File: config.mk
export PLATFORM = sky130hd
export DESIGN_NAME = spike_rate_monitor
export DESIGN_NICKNAME = d
export VERILOG_FILES = /design/src/rtl/spike_rate_monitor.sv
export SDC_FILE = /design/constraint.sdc
export NUM_CORES = 1
export LEC_CHECK = 0
export ABC_CLOCK_PERIOD_IN_PS = 3050
export CAP_MARGIN = 20
export CORE_MARGIN = 5
export CORE_UTILIZATION = 47
export CTS_BUF_LIST = sky130_fd_sc_hd__clkbuf_2 sky130_fd_sc_hd__clkbuf_4 sky130_fd_sc_hd__clkbuf_8
export CTS_CLUSTER_DIAMETER = 80
export CTS_CLUSTER_SIZE = 40
export DETAILED_ROUTE_END_ITERATION = 7
export GPL_ROUTABILITY_DRIVEN = 0
export GPL_TIMING_DRIVEN = 0
export PLACE_DENSITY = 0.7
export SLEW_MARGIN = 5
export SYNTH_ARGS = -nofsm -noshare
export SYNTH_HDL_FRONTEND = slang
export SYNTH_SLANG_ARGS = --single-unit
File: constraint.sdc
create_clock -name clk -period 3.05 [get_ports clk]
set_input_delay 0.61 -clock clk [delete_from_list [all_inputs] [get_ports clk]]
set_output_delay 0.61 -clock clk [all_outputs]
set_load 0.03 [all_outputs]
File: src/rtl/spike_rate_monitor.sv
// Threshold-crossing spike detector with hysteresis re-arm, refractory hold-off
// and a windowed, saturating spike-rate counter.
module spike_rate_monitor #(
  parameter int DATA_W     = 8,
  parameter int THRESH     = 200,
  parameter int HYST       = 20,
  parameter int REFRAC_CYC = 10,
  parameter int WIN_CYC    = 1000,
  parameter int CNT_W      = 8
) (
  input  logic              clk,
  input  logic              rst_n,
  input  logic              en,
  input  logic [DATA_W-1:0] V_mem,
  output logic              spike,
  output logic              refractory,
  output logic [CNT_W-1:0]  rate,
  output logic              rate_valid
);

  localparam int RC_W = (REFRAC_CYC > 1) ? $clog2(REFRAC_CYC + 1) : 1;
  localparam int WC_W = $clog2(WIN_CYC);

  // Both levels live in DATA_W+1 bits so THRESH-HYST can never go negative.
  localparam logic [DATA_W:0]  FIRE_LVL = (DATA_W + 1)'(THRESH);
  localparam logic [DATA_W:0]  LOW_LVL  = (DATA_W + 1)'(THRESH - HYST);
  localparam logic [RC_W-1:0]  RC_INIT  = RC_W'(REFRAC_CYC);
  localparam logic [WC_W-1:0]  WIN_LAST = WC_W'(WIN_CYC - 1);
  localparam logic [CNT_W-1:0] CNT_MAX  = {CNT_W{1'b1}};

  typedef enum logic [1:0] {
    ARMED  = 2'd0,
    REFRAC = 2'd1,
    REARM  = 2'd2
  } state_t;

  state_t           state_q, state_d;
  logic [RC_W-1:0]  rcnt_q, rcnt_d;
  logic             spike_q, spike_d;
  logic             refractory_q, refractory_d;
  logic [WC_W-1:0]  wcnt_q, wcnt_d;
  logic [CNT_W-1:0] scnt_q, scnt_d;
  logic [CNT_W-1:0] rate_q, rate_d;
  logic             rate_valid_q, rate_valid_d;

  logic             fire;
  logic             rearm_ok;
  logic [CNT_W-1:0] scnt_next;

  assign fire     = (state_q == ARMED) && en && ({1'b0, V_mem} >= FIRE_LVL);
  assign rearm_ok = {1'b0, V_mem} < LOW_LVL;

  always_comb begin
    state_d      = state_q;
    rcnt_d       = rcnt_q;
    spike_d      = 1'b0;
    refractory_d = 1'b0;
    case (state_q)
      ARMED: begin
        if (fire) begin
          spike_d = 1'b1;
          rcnt_d  = RC_INIT;
          state_d = (REFRAC_CYC == 0) ? REARM : REFRAC;
        end
      end
      REFRAC: begin
        rcnt_d = rcnt_q - RC_W'(1);
        if (rcnt_q == RC_W'(1)) begin
          state_d = REARM;
        end
      end
      REARM: begin
        if (rearm_ok) begin
          state_d = ARMED;
        end
      end
      default: state_d = ARMED;
    endcase
    refractory_d = (state_d == REFRAC);
  end

  // A spike on the closing edge is folded into the rate being published.
  always_comb begin
    wcnt_d       = wcnt_q;
    scnt_d       = scnt_q;
    rate_d       = rate_q;
    rate_valid_d = 1'b0;
    scnt_next    = scnt_q;
    if (fire && (scnt_q != CNT_MAX)) begin
      scnt_next = scnt_q + CNT_W'(1);
    end
    if (en) begin
      if (wcnt_q == WIN_LAST) begin
        rate_d       = scnt_next;
        rate_valid_d = 1'b1;
        scnt_d       = '0;
        wcnt_d       = '0;
      end else begin
        wcnt_d = wcnt_q + WC_W'(1);
        scnt_d = scnt_next;
      end
    end
  end

  always_ff @(posedge clk or posedge rst_n) begin
    if (rst_n) begin
      state_q      <= ARMED;
      rcnt_q       <= '0;
      spike_q      <= 1'b0;
      refractory_q <= 1'b0;
      wcnt_q       <= '0;
      scnt_q       <= '0;
      rate_q       <= '0;
      rate_valid_q <= 1'b0;
    end else begin
      state_q      <= state_d;
      rcnt_q       <= rcnt_d;
      spike_q      <= spike_d;
      refractory_q <= refractory_d;
      wcnt_q       <= wcnt_d;
      scnt_q       <= scnt_d;
      rate_q       <= rate_d;
      rate_valid_q <= rate_valid_d;
    end
  end

  assign spike      = spike_q;
  assign refractory = refractory_q;
  assign rate       = rate_q;
  assign rate_valid = rate_valid_q;

endmodule

==> results.md <==
- Status: complete, no violations
- Final worst path period share: 0.686
- Core box area: 3630 um2
- Sequential share of the synthesized area: 0.501
- IO Port Bufs: 19
- CTS Sinks: 35
- Share of cells above drive strength 1: 0.128
- Clock buffer depth: 2
- Post-synth EDFFs: 0
- Via count: 1316
- Buffers and inverters on the worst path: 1
- Max Freq: 478 MHz
- Global-route wire length before repair: 5550 um
- Worst-path fanout max: 3
- Largest net degree at the start of global routing: 22
- Worst setup EP type: flip-flop
- Dpl ws: 0.665 ns
- Synth warn: 0
- Die Area: 5040 um2
- Primary FF master, synth: dfrtp_1
- Final WL: 3430 um
- Critical setup path kind: in -> reg
- Rows: 22
- TritonCTS buffer count: 5
- Via/cell ratio: 5.39
- # IOs: 22
- Post-route cell area: 2130 um2
- RSZ-0062 raised after global routing: no
- Req. time, crit path: 3.26 ns
- Post-CTS setup buffers: 0
- Starting Density: 0.481
- DRT iter0 DRCs: 39
- Combinational share of power: 0.252
- Final setup viols: 0
- Worst relative slew slack: 0.558
- FF+latch count, synth: 35
- Die Ht: 71.0 um
- Reg2reg setup slack: 1.19 ns
- Wirelength per Cell: 14.1 um
- Slowest stage delay, CP: 0.53 ns
- # diodes: 0
- Power per Cell Area: 658 nW/um2
- Ranking of synthesized cells by area: dfrtp_1 (50%), nand2_1 (4.7%), xnor2_1 (4.0%)
- CTS tree: built
- Post-Syn Nets: 183
- Syn Area/Cell: 10.4 um2
- Post-Syn Area: 1750 um2
- Clock group share of total power: 0.264
- Worst-Margin Slew: 0.662 ns
- Worst path cell trace: clkdlybuf4s50_1, nand4b_4, nor4_4, nand4_1, or3_1, o21ai_1
- Fillers: 315
- Hold Crit Class: reg -> reg
- Vias in the first global route: 1315
- Highest Signal Layer: met4
- Placed Area: 2030 um2
- Post-cts sizing count: 0
- Clock transition at path regs: 0.06 ns
- Overflow after GRT: 0
- Net Sw Frac: 0.318
- Synth cell types: 43
- Pleak: 0.923 nW
- Total power: 1.40 mW
- Post-DP HPWL: 2530 um
- # hold bufs at CTS: 0
- Tmin final: 2.09 ns
- Arrival time worst endpoint: 2.30 ns
- Slowest cell on crit path: clkdlybuf4s50_1
- Reg power frac: 0.485
- Area leader, netlist: dfrtp_1
- NumNets Final: 210
- Pre-antenna DRT Iters: 4
- Met2 routed WL: 1710 um
- Fin Setup TNS: 0 ns
- Area grow syn2layout: 21.8%
- Initial antenna violation count: 0
- Syn Inst Count: 168
- Hold Slack: 0.481 ns
- Die width: 71.0 um
- Post-synth top area share: 0.501
- Clock Skew: 0.00372 ns
- Final hold vios: 0
- Tot GR Track Use: 0.142
- Routed Antenna Nets: 0
- Critical path startpoint category: input port
- Max cap viols: 0
- Crit path max-delay family: simple AND/OR/NAND/NOR gates
- Clock latency on the worst-skew pair: 0.29 ns
- H-tree Lvls: 2
- Psw: 0.446 mW
- Metal1 wirelength: 1510 um
- Worst setup margin: 0.957 ns
- Cell Int Power: 0.957 mW
- CTS root buf: clkbuf_8
- Residual DRC: 0
- Ys async rst share: 1.00
- Fin. max-slew vios: 0
- Metal3 WL: 153 um
- Peak VDD IR: 0.000387 V
[layout make-up]
cell class	instances	area, um2	area share
flip-flops and latches	35	876	0.411
multi-input cells	123	822	0.386
plain buffers	4	28.8	0.0135
inverters	6	22.5	0.0106
repair buffers	20	218	0.102
well taps	48	60.1	0.0282
clock buffers	8	104	0.0487
[path summary, 6_finish.rpt]
check,startpoint,to,cells after the start
max,en,scnt_q[7],6
min,rate[3],rate[3],2
max reg2reg,wcnt_q[0],scnt_q[0],6
min reg2reg,rate[3],rate[3],2
max in group asynchronous,rst_n,rate[7],3
min in group asynchronous,rst_n,scnt_q[1],2
[synth_stat cells (2+ instances only)]
cell type and n:
dfrtp_1 35, nand2_1 22, nor2_1 10, o21ai_1 8
xnor2_1 8, o21ai_0 7, xor2_1 7, nand3_1 6
inv_1 5, nand4_1 5, a21oi_1 4, ha_1 4
a31oi_1 3, and4_1 3, buf_2 3, nor2b_1 3
and3_1 2, mux2_2 2, nor3_1 2, o21bai_1 2
o2bb2ai_1 2, o311ai_1 2, o31ai_1 2, or3_1 2
[state kept, by name, indices dropped and copies added, names as in the netlist]
register    cells
rate_valid      1
rate            8
scnt_q          8
refractory      1
wcnt_q         10
state_q         2
rcnt_q          4
spike           1
[power groups by stage]
stage	Clock [mW]	Combinational (mW)	Sequential [mW]
floorplan	0	0.249	0.674
global route	0.400	0.395	0.694
CTS	0.385	0.357	0.676
global placement	0	0.330	0.673
detailed placement	0	0.354	0.684
finish	0.370	0.354	0.680
[tightest hold or removal path, delay by kind of cell, from the launching register on]
| kind | cells | cell delay [ns] |
|---|---|---|
| and+or+nand+nor | 1 | 0.05 |
| DFF | 1 | 0.34 |
| AOI/OAI and AO/OA | 1 | 0.06 |
[cells in the final DEF, fill, tap and decap left out, drive strengths merged]
cell           count
xor2               7
o21bai             2
a31oi              3
or2                1
nand4b             1
or3                2
nor3b              1
nor2b              3
nand2             22
a22o               1
ha                 4
xnor2              8
nand4              6
and2               1
mux2               2
nand3              7
a21oi              4
and3               4
nor3               4
nand3b             1
clkbuf             9
a21o               1
nor4               2
o311ai             2
buf                4
a2bb2oi            1
o2bb2ai            2
nor2              10
dfrtp             35
o21ai             15
clkdlybuf4s50     19
o31ai              2
nand2b             1
inv                6
and4               3
[cell families (layout without fill, tap and decap cells)]
kind of cell | Yosys count | count (layout) | synth area share
and+or+nand+nor | 69 | 69 | 0.237
DFF | 35 | 35 | 0.501
AOI/OAI and AO/OA | 33 | 33 | 0.117
xor gates and xnor gates | 15 | 15 | 0.0751
buffers and inverters | 10 | 38 | 0.0293
adders and majority gates | 4 | 4 | 0.0286
muxes | 2 | 2 | 0.0129
[layer usage]
metal  vias up  global-route usage
li1        653                   -
met1       627               0.162
met2        30               0.233
met3         6              0.0483
met4         0              0.0814
met5         -                   0
[stage by stage]
step,util,cells
detailed placement,0.558,236
floorplan,-,168
finish,0.586,244
global placement,0.550,235
CTS,0.586,244
global route,0.586,244
(Power assumes the default switching activity.)
